## config.mk

```make
export PLATFORM = sky130hd
export DESIGN_NAME = fetch_unit_flat
export DESIGN_NICKNAME = d
export VERILOG_FILES = /design/src/rtl/fetch_unit_if.sv /design/src/rtl/fetch_unit.sv /design/src/flat_wrapper.sv
export SDC_FILE = /design/constraint.sdc
export NUM_CORES = 1
export LEC_CHECK = 0
export BUFFER_PORTS_ARGS = -buffer_cell sky130_fd_sc_hd__buf_2
export CAP_MARGIN = 20
export CELL_PAD_IN_SITES_DETAIL_PLACEMENT = 1
export CELL_PAD_IN_SITES_GLOBAL_PLACEMENT = 1
export CORE_MARGIN = 2
export CORE_UTILIZATION = 45
export CTS_BUF_LIST = sky130_fd_sc_hd__clkbuf_16
export DETAILED_ROUTE_END_ITERATION = 8
export PLACE_DENSITY_LB_ADDON = 0.1
export SETUP_SLACK_MARGIN = 0.5
export SLEW_MARGIN = 20
export SYNTH_ARGS = -nofsm -noshare
export SYNTH_HDL_FRONTEND = slang
export SYNTH_SLANG_ARGS = --single-unit
```

## constraint.sdc

```tcl
create_clock -name clk -period 6.43 [get_ports clk]
set_input_delay 0.643 -clock clk [delete_from_list [all_inputs] [get_ports clk]]
set_output_delay 0.643 -clock clk [all_outputs]
set_load 0.01 [all_outputs]
```

## src/rtl/fetch_unit_if.sv

```systemverilog
`default_nettype none
// +--------------------------------------------------------------------------+
// | Module      : fetch_unit_if                                              |
// | Description : Bundle of the fetch stage's external handshakes:           |
// |               instruction-memory req/gnt/rvalid bus, control-flow        |
// |               redirect, and the valid/ready output towards decode.       |
// |               master = fetch unit side, slave = memory/decode side.      |
// | Signals     : imem_req, imem_addr[31:0]  (fetch -> memory)               |
// |               imem_gnt, imem_rvalid, imem_rdata[31:0] (memory -> fetch)  |
// |               redirect, redirect_pc[31:0] (execute -> fetch)             |
// |               id_valid, id_instr, id_pc, id_pc_plus4 (fetch -> decode)   |
// |               id_ready (decode -> fetch)                                 |
// | Revision    : 1.0  initial release                                       |
// +--------------------------------------------------------------------------+
interface fetch_unit_if;
  logic        imem_req;
  logic [31:0] imem_addr;
  logic        imem_gnt;
  logic        imem_rvalid;
  logic [31:0] imem_rdata;
  logic        redirect;
  logic [31:0] redirect_pc;
  logic        id_valid;
  logic        id_ready;
  logic [31:0] id_instr;
  logic [31:0] id_pc;
  logic [31:0] id_pc_plus4;

  modport master (
    output imem_req, imem_addr,
    input  imem_gnt, imem_rvalid, imem_rdata,
    input  redirect, redirect_pc,
    output id_valid, id_instr, id_pc, id_pc_plus4,
    input  id_ready
  );

  modport slave (
    input  imem_req, imem_addr,
    output imem_gnt, imem_rvalid, imem_rdata,
    output redirect, redirect_pc,
    input  id_valid, id_instr, id_pc, id_pc_plus4,
    output id_ready
  );
endinterface
`default_nettype wire

```

## src/rtl/fetch_unit.sv

```systemverilog
`default_nettype none
// +--------------------------------------------------------------------------+
// | Module      : fetch_unit                                                 |
// | Description : Instruction fetch stage. Owns the fetch PC, issues word    |
// |               reads over req/gnt/rvalid, buffers returned words with     |
// |               their PCs and presents {instr, pc, pc+4} to decode.        |
// |               A redirect restarts fetch and drops buffered and           |
// |               in-flight words.                                           |
// | Ports       : clk    - clock, rising edge                                |
// |               rst_n  - asynchronous active-low reset                     |
// |               bus    - fetch_unit_if.master (imem bus, redirect, decode) |
// | Parameters  : RESET_PC   - first fetch address (word aligned)            |
// |               FIFO_DEPTH - buffer entries = cap on outstanding+buffered  |
// | Revision    : 1.0  initial release                                       |
// +--------------------------------------------------------------------------+
module fetch_unit #(
  parameter logic [31:0] RESET_PC   = 32'h0000_0000,
  parameter int          FIFO_DEPTH = 2
) (
  input  logic          clk,
  input  logic          rst_n,
  fetch_unit_if.master  bus
);

  localparam int              c_CW    = $clog2(FIFO_DEPTH + 1);
  localparam int              c_PW    = (FIFO_DEPTH > 1) ? $clog2(FIFO_DEPTH) : 1;
  localparam logic [c_CW:0]   c_DEPTH = FIFO_DEPTH[c_CW:0];
  localparam logic [31:0]     c_NOP   = 32'h0000_0013;

  logic [31:0]     r_fetch_pc;
  logic [c_CW-1:0] r_outstanding;
  logic [c_CW-1:0] r_discard;
  logic [c_CW-1:0] r_count;
  logic [c_PW-1:0] r_wptr;
  logic [c_PW-1:0] r_rptr;
  logic [c_PW-1:0] r_pcq_wptr;
  logic [c_PW-1:0] r_pcq_rptr;
  logic [31:0]     r_fifo_instr [FIFO_DEPTH];
  logic [31:0]     r_fifo_pc    [FIFO_DEPTH];
  // PCs of granted-but-unreturned requests, in issue order. Discarded
  // responses still pop this queue so it stays aligned with the bus.
  logic [31:0]     r_pcq        [FIFO_DEPTH];

  logic [c_CW:0]   w_inflight;
  logic            w_req;
  logic            w_grant;
  logic            w_resp;
  logic            w_valid;
  logic            w_pop;
  logic            w_push;

  function automatic logic [c_PW-1:0] f_inc(input logic [c_PW-1:0] p);
    return (p == c_PW'(FIFO_DEPTH - 1)) ? '0 : p + c_PW'(1);
  endfunction

  // Credit: every granted request is guaranteed a FIFO slot on return.
  // rst_n gates the request so it is low while reset is asserted and rises
  // in the first cycle after release.
  assign w_inflight = {1'b0, r_outstanding} + {1'b0, r_count};
  assign w_req      = rst_n && !bus.redirect && (w_inflight < c_DEPTH);
  assign w_grant    = w_req && bus.imem_gnt;
  assign w_resp     = bus.imem_rvalid;
  assign w_valid    = (r_count != '0);
  assign w_pop      = w_valid && bus.id_ready;
  assign w_push     = w_resp && (r_discard == '0) && !bus.redirect;

  always_ff @(posedge clk or negedge rst_n) begin
    if (!rst_n) begin
      r_fetch_pc    <= RESET_PC;
      r_outstanding <= '0;
      r_discard     <= '0;
      r_count       <= '0;
      r_wptr        <= '0;
      r_rptr        <= '0;
      r_pcq_wptr    <= '0;
      r_pcq_rptr    <= '0;
    end else begin
      r_outstanding <= r_outstanding + c_CW'(w_grant) - c_CW'(w_resp);
      if (w_grant) r_pcq_wptr <= f_inc(r_pcq_wptr);
      if (w_resp)  r_pcq_rptr <= f_inc(r_pcq_rptr);
      if (bus.redirect) begin
        r_fetch_pc <= bus.redirect_pc & ~32'h3;
        // Everything still on the bus after this cycle's return belongs to
        // the old path (no grant can happen in a redirect cycle).
        r_discard  <= r_outstanding - c_CW'(w_resp);
        r_count    <= '0;
        r_wptr     <= '0;
        r_rptr     <= '0;
      end else begin
        if (w_grant) r_fetch_pc <= r_fetch_pc + 32'd4;
        if (w_resp && (r_discard != '0)) r_discard <= r_discard - c_CW'(1);
        if (w_push) r_wptr <= f_inc(r_wptr);
        if (w_pop)  r_rptr <= f_inc(r_rptr);
        r_count <= r_count + c_CW'(w_push) - c_CW'(w_pop);
      end
    end
  end

  // Storage arrays need no reset: their contents are only observed through
  // w_valid, which is reset.
  always_ff @(posedge clk) begin
    if (w_grant) r_pcq[r_pcq_wptr] <= r_fetch_pc;
    if (w_push) begin
      r_fifo_instr[r_wptr] <= bus.imem_rdata;
      r_fifo_pc[r_wptr]    <= r_pcq[r_pcq_rptr];
    end
  end

  assign bus.imem_req    = w_req;
  assign bus.imem_addr   = r_fetch_pc;
  assign bus.id_valid    = w_valid;
  assign bus.id_instr    = w_valid ? r_fifo_instr[r_rptr] : c_NOP;
  assign bus.id_pc       = w_valid ? r_fifo_pc[r_rptr]    : RESET_PC;
  assign bus.id_pc_plus4 = bus.id_pc + 32'd4;

  a_no_underflow: assert property (@(posedge clk) disable iff (!rst_n)
    bus.imem_rvalid |-> (r_outstanding != '0));

endmodule
`default_nettype wire
```

## src/flat_wrapper.sv

```systemverilog
// flat-port wrapper written by rule: the top's interface ports become plain ports
module fetch_unit_flat 
#(
  parameter logic [31:0] RESET_PC   = 32'h0000_0000,
  parameter int          FIFO_DEPTH = 2
)
  (clk, rst_n, bus_imem_req, bus_imem_addr, bus_imem_gnt, bus_imem_rvalid, bus_imem_rdata, bus_redirect, bus_redirect_pc, bus_id_valid, bus_id_instr, bus_id_pc, bus_id_pc_plus4, bus_id_ready);
  fetch_unit_if bus_i ();
  input  logic clk;
  input  logic rst_n;
  output wire logic [$bits(bus_i.imem_req)-1:0] bus_imem_req;
  output wire logic [$bits(bus_i.imem_addr)-1:0] bus_imem_addr;
  input wire logic [$bits(bus_i.imem_gnt)-1:0] bus_imem_gnt;
  input wire logic [$bits(bus_i.imem_rvalid)-1:0] bus_imem_rvalid;
  input wire logic [$bits(bus_i.imem_rdata)-1:0] bus_imem_rdata;
  input wire logic [$bits(bus_i.redirect)-1:0] bus_redirect;
  input wire logic [$bits(bus_i.redirect_pc)-1:0] bus_redirect_pc;
  output wire logic [$bits(bus_i.id_valid)-1:0] bus_id_valid;
  output wire logic [$bits(bus_i.id_instr)-1:0] bus_id_instr;
  output wire logic [$bits(bus_i.id_pc)-1:0] bus_id_pc;
  output wire logic [$bits(bus_i.id_pc_plus4)-1:0] bus_id_pc_plus4;
  input wire logic [$bits(bus_i.id_ready)-1:0] bus_id_ready;
  assign bus_imem_req = bus_i.imem_req;
  assign bus_imem_addr = bus_i.imem_addr;
  assign bus_i.imem_gnt = bus_imem_gnt;
  assign bus_i.imem_rvalid = bus_imem_rvalid;
  assign bus_i.imem_rdata = bus_imem_rdata;
  assign bus_i.redirect = bus_redirect;
  assign bus_i.redirect_pc = bus_redirect_pc;
  assign bus_id_valid = bus_i.id_valid;
  assign bus_id_instr = bus_i.id_instr;
  assign bus_id_pc = bus_i.id_pc;
  assign bus_id_pc_plus4 = bus_i.id_pc_plus4;
  assign bus_i.id_ready = bus_id_ready;
  fetch_unit #(.RESET_PC(RESET_PC), .FIFO_DEPTH(FIFO_DEPTH)) u_core (.clk(clk), .rst_n(rst_n), .bus(bus_i));
endmodule
```

Word-level counts from Yosys, hierarchy flattened
Memories as Yosys holds them, arrays and structs flattened.
Cells that the tools add are included.
{"block": "word_totals", "reg_bits": 42, "mem_count": 3, "ram_bits": 192, "out_inout_bits": 130, "in_bits": 70, "wordCells": 59}
{"name": "u_core.r_fifo_instr", "words": 2, "word_bits": 32, "rd": 1, "rd_clocked_by_memory_dff": 0, "wr": 1, "line_no": "fetch_unit.sv:38", "rtl": "logic [31:0] r_fifo_instr [FIFO_DEPTH];"}
{"name": "u_core.r_fifo_pc", "words": 2, "word_bits": 32, "rd": 1, "rd_clocked_by_memory_dff": 0, "wr": 1, "line_no": "fetch_unit.sv:39", "rtl": "logic [31:0] r_fifo_pc [FIFO_DEPTH];"}
{"name": "u_core.r_pcq", "words": 2, "word_bits": 32, "rd": 1, "rd_clocked_by_memory_dff": 0, "wr": 1, "line_no": "fetch_unit.sv:42", "rtl": "logic [31:0] r_pcq [FIFO_DEPTH];"}
{"block": "classes", "add_sub_neg": 13, "magnitude_cmp": 1, "mux": 19, "reduce_logical": 15}
{"op": "$mux W32", "n": 4}
{"op": "$add A32 B3 Y32 const B", "n": 2}
{"op": "$mux W1", "n": 12}
{"op": "$reduce_bool A2 Y1", "n": 6}
{"op": "$logic_and A1 B1 Y1", "n": 7}
{"op": "$mux W2", "n": 3}
{"op": "$sub A2 B1 Y2", "n": 3}
{"op": "$add A1 B1 Y1 const B", "n": 4}
{"op": "$add A2 B1 Y2", "n": 2}
{"op": "$add A2 B2 Y3", "n": 1}
{"op": "$lt A3 B2 Y1 const B", "n": 1}
{"op": "$logic_not A2 Y1", "n": 1}
{"op": "$sub A2 B1 Y2 const B", "n": 1}
{"op": "$logic_not A1 Y1", "n": 1}

Depth between registers and ports, before layout
{"block": "depth", "ltp_word": 6, "mapped_depth": 12}

Worst setup path after synthesis
Ideal clock, no wire load.
{"block": "synth_path", "path_kind": "in2reg", "startpoint": "input bus_redirect", "endpoint": "memory u_core.r_fifo_instr[0][0], enable pin", "setup_ps": 559, "cell_stages": 4, "t_arrival_ps": 5458, "path_slack_ps": 413, "path_cell_list": "clkbuf_1 > buf_4 > clkbuf_1 > nor3_1"}
{"block": "synth_between", "elab_chain_len": 4}
{"element": "from (decl)", "line_no": "flat_wrapper.sv:16", "rtl": "input wire logic [$bits(bus_i.redirect)-1:0] bus_redirect;"}
{"element": "$logic_not A1 Y1", "line_no": "fetch_unit.sv:65", "rtl": "assign w_push = w_resp && (r_discard == '0) && !bus.redirect;"}
{"element": "$logic_and A1 B1 Y1", "line_no": "fetch_unit.sv:65"}
{"element": "$mux W1", "line_no": "fetch_unit.sv:103", "rtl": "if (w_push) begin"}
{"element": "$mux W1 (not written as such)", "line_no": "fetch_unit.sv:104", "rtl": "r_fifo_instr[r_wptr] <= bus.imem_rdata;"}
{"element": "to (decl)", "line_no": "fetch_unit.sv:38"}
Every way passes these cells.

Worst setup path in the final report
{"block": "layout_path", "startpoint": "register u_core.r_rptr", "endpoint": "output bus_id_pc_plus4[20]"}
{"block": "layout_between", "elab_chain_len": 3}
{"element": "from (decl)", "line_no": "fetch_unit.sv:35", "rtl": "logic [c_PW-1:0] r_rptr;"}
{"element": "from (signal assigned)", "line_no": "fetch_unit.sv:93", "rtl": "if (w_pop) r_rptr <= f_inc(r_rptr);"}
{"element": "$mem_v2 Z2 W32"}
{"element": "$mux W32", "line_no": "fetch_unit.sv:113", "rtl": "assign bus.id_pc = w_valid ? r_fifo_pc[r_rptr] : RESET_PC;"}
{"element": "$add A32 B3 Y32", "line_no": "fetch_unit.sv:114", "rtl": "assign bus.id_pc_plus4 = bus.id_pc + 32'd4;"}
{"element": "to (decl)", "line_no": "flat_wrapper.sv:21", "rtl": "output wire logic [$bits(bus_i.id_pc_plus4)-1:0] bus_id_pc_plus4;"}
Every way passes these cells.

==> impl_metrics.py <==
metrics = {
    "hold_path": {
        "hold_path.class": "in2async",
    },
    "critical_path": {
        "critPathLaunchType": "flop",
        "path_cells": "mux2i_1 > nor2_1 > ha_1 > nor4b_2 > nand4_2 > nor4b_2 > xor2_1 > buf_2",
        "crit_path_end_kind": "primary output",
        "cp.buffers_inverters": 1,
        "crit_type": "reg2out",
        "path_common_cell": "nor4b_2",
        "cpPeakStageDelay_ns": 0.83,
        "cp_top_family": "simple AND/OR/NAND/NOR gates",
        "required_ns": 5.79,
        "critPathMaxFanout": 43,
        "cp_slowest_cell": "dfrtp_4",
        "crit_arrival_ns": 3.46,
    },
    "synth": {
        "ys_seq_area_frac": 0.6509,
        "yosysTopAreaCell": "edfxtp_1",
        "synth_fa_ha_area_frac": 0.01073,
        "synthXorXnorAreaFrac": 0.03232,
        "synthFlopType": "edfxtp_1",
        "ys_top_cells_by_area": "edfxtp_1 55%, dfrtp_1 10%, mux2i_1 6.4%",
        "synth-simple-area-share": 0.1291,
        "syn_area_mm2": 0.01003,
        "synth-edff-count": 184,
        "ys_types": 60,
        "ys_warn_count": 0,
        "synth_mux_area_frac": 0.09870,
        "async_flop_share": 0.1786,
        "synth_seq_cells": 224,
        "netlist_instances": 730,
        "syn_avg_cell_area_um2": 13.74,
        "synth.top_cell.area_share": 0.5510,
        "synth_compound_area_frac": 0.05004,
        "synth_top_family_by_area": "simple AND/OR/NAND/NOR gates",
    },
    "timing": {
        "slew_headroom": 0.3692,
        "setup_viol": 0,
        "tightest_slew_ns": 0.9427,
        "rsz0062_at_grt": "no",
        "period_needed_ns": 4.099,
        "tns_ns": 0,
        "fin_crit_sh": 0.6375,
        "max_freq_mhz": 244.0,
        "clock_skew_ns": 0.01250,
        "drv_slew": 0,
        "hold_violations": 0,
    },
    "layout": {
        "syn_to_final_growth_pct": 19.64,
        "nFillCells": 2242,
        "final_nets": 1002,
        "drive_above_1_share": 0.3146,
    },
    "route": {
        "drc": 0,
        "drt_iter0_markers": 311,
        "drtAntennaViolNets": 0,
        "via_per_inst": 5.444,
        "routedWlPerCell_um": 19.65,
        "wl_um": 24010,
        "vias": 6652,
        "firstDrtPassIters": 4,
    },
    "die": {
        "start_util": 0.4595,
        "ios": 200,
        "rows": 54,
        "die-area_mm2": 0.02349,
        "die_h_um": 153.3,
        "design.core.area_mm2": 0.02182,
        "die_x_um": 153.3,
    },
    "global_route": {
        "groute.usage.overall": 0.2025,
        "grt_max_degree": 63,
        "grt_first_pass_wirelength_um": 38450,
        "overflow": 0,
        "grt_pass1_vias": 7105,
        "grt_antenna_before_repair": 1,
    },
    "power": {
        "power_uw": 4778,
        "vdd_drop_max_uv": 231.5,
        "powerDensity_mw_per_mm2": 398.2,
        "p_leak_uw": 0.004646,
    },
    "clock_network": {
        "clkTransAtPathRegs_ns": 0.06,
        "cts_max_level": 1,
        "cts_sinks": 224,
        "cts_resized": 0,
        "cts_tree": "built",
        "cts_root_buffer": "clkbuf_16",
        "cts_hold_buf": 0,
        "ctsLongestPathBuffers": 3,
        "cts_made_buffers": 24,
        "clkLatencyLatePin_ns": 0.51,
        "post-cts-setup-buffers": 0,
    },
    "placed_design": {
        "hpwlAfterDp_um": 16650,
        "numPortBuffers": 191,
        "place.gp.congestion": 0.8853,
    },
    "outcome": {
        "status": "complete, no violations",
    },
    "run": {
        "max-cap-violations": 0,
    },
}
## registers in the layout (all words and copies together), names as in the netlist
| signal | flops |
|---|---|
| u_core.bus.imem_addr | 30 |
| u_core.r_count | 2 |
| u_core.r_discard | 2 |
| u_core.r_fifo_instr | 64 |
| u_core.r_fifo_pc | 60 |
| u_core.r_outstanding | 2 |
| u_core.r_pcq | 60 |
| u_core.r_pcq_rptr | 1 |
| u_core.r_pcq_wptr | 1 |
| u_core.r_rptr | 1 |
| u_core.r_wptr | 1 |
## worst paths after layout
| check | from | cells past startpoint | slack [ns] | to |
|---|---|---|---|---|
| worst max-delay path | u_core.r_rptr | 8 | 2.33 | bus_id_pc_plus4[20] |
| worst min-delay path | rst_n | 2 | 0.20 | u_core.bus.imem_addr[25] |
| worst max register to register | u_core.r_count[0] | 9 | 2.59 | u_core.bus.imem_addr[26] |
| worst min register to register | u_core.r_pcq_wptr | 1 | 0.53 | u_core.r_pcq_wptr |
| max in group asynchronous | rst_n | 2 | 5.77 | u_core.r_rptr |
| min in group clk | bus_imem_rdata[20] | 1 | 0.32 | u_core.r_fifo_instr[1][20] |
## kinds of logic after synthesis
kind of cell / count (synthesis)
xor gates and xnor gates: 37
AOI/OAI and AO/OA: 68
and+or+nand+nor: 242
DFF: 224
buffers and inverters: 55
other: 1
adders and majority gates: 8
muxes: 95
## power breakdown
group	switching, µW	internal [µW]
Sequential	177	1770
Combinational	920	607
Clock	541	764
Total	1640	3140
## per-stage QoR
stage	worst slack, ns	cell area, µm²	std cells	hold WS, ns	utilization
floorplan	2.310	10050	735	0.3474	-
global placement	2.409	11230	1178	0.4920	0.5148
detailed placement	2.356	11230	1178	0.5215	0.5148
CTS	2.238	11990	1221	0.2199	0.5496
global route	2.045	11990	1221	0.2561	0.5496
finish	2.331	12000	1222	0.2049	0.5497
## worst register-to-register path: stages (launching register included)
cell,delay [ns]
dfrtp_1,0.38
inv_1,0.08
nor2_1,0.13
fa_1,0.47
nor4b_4,0.45
nand2_1,0.57
inv_1,0.69
nor2_1,0.39
a22o_1,0.27
or3_1,0.30
## final cells by class
cell class | instances | area [µm²] | area share
sequential | 224 | 6530 | 0.5443
multi-input combinational | 456 | 3263 | 0.2720
timing repair buffer | 200 | 1023 | 0.08531
clock buffer | 24 | 600.6 | 0.05006
tap | 280 | 350.3 | 0.02920
clock inverter | 19 | 158.9 | 0.01325
inverter | 18 | 67.56 | 0.005632
antenna | 1 | 2.502 | 0.0002086
## synthesized netlist by cell type (5+ instances only)
| cell | instances |
|---|---|
| and2_1 | 6 |
| inv_1 | 17 |
| xnor2_1 | 13 |
| mux2i_1 | 64 |
| dfrtp_1 | 40 |
| nand3_1 | 34 |
| nor2_1 | 74 |
| nand3b_1 | 5 |
| buf_2 | 7 |
| ha_1 | 7 |
| o21ai_0 | 15 |
| o311ai_0 | 14 |
| buf_1 | 8 |
| o211ai_1 | 12 |
| mux2_2 | 31 |
| nor3_1 | 16 |
| a21oi_1 | 7 |
| buf_4 | 8 |
| xor2_1 | 24 |
| nand2_1 | 56 |
| clkbuf_1 | 10 |
| edfxtp_1 | 184 |
| or3_1 | 7 |
| nand4_1 | 6 |
## per-layer routing
metal,GRT usage,wire length (µm)
met5,0,0
met4,0.05291,463
met3,0.03005,1092
met2,0.3384,11590
met1,0.2792,10870
## cell usage in the layout (no fill, tap or decap), types with 14 or more instances in the layout
cell,n
nor3_1,15
o311ai_0,14
mux2_2,31
nor2_1,72
nand2_1,56
dfrtp_1,39
o21ai_0,15
edfxtp_1,184
inv_1,18
nand3_1,34
xor2_1,24
buf_2,191
clkbuf_16,24
mux2i_1,64
(Power assumes the default switching activity.)
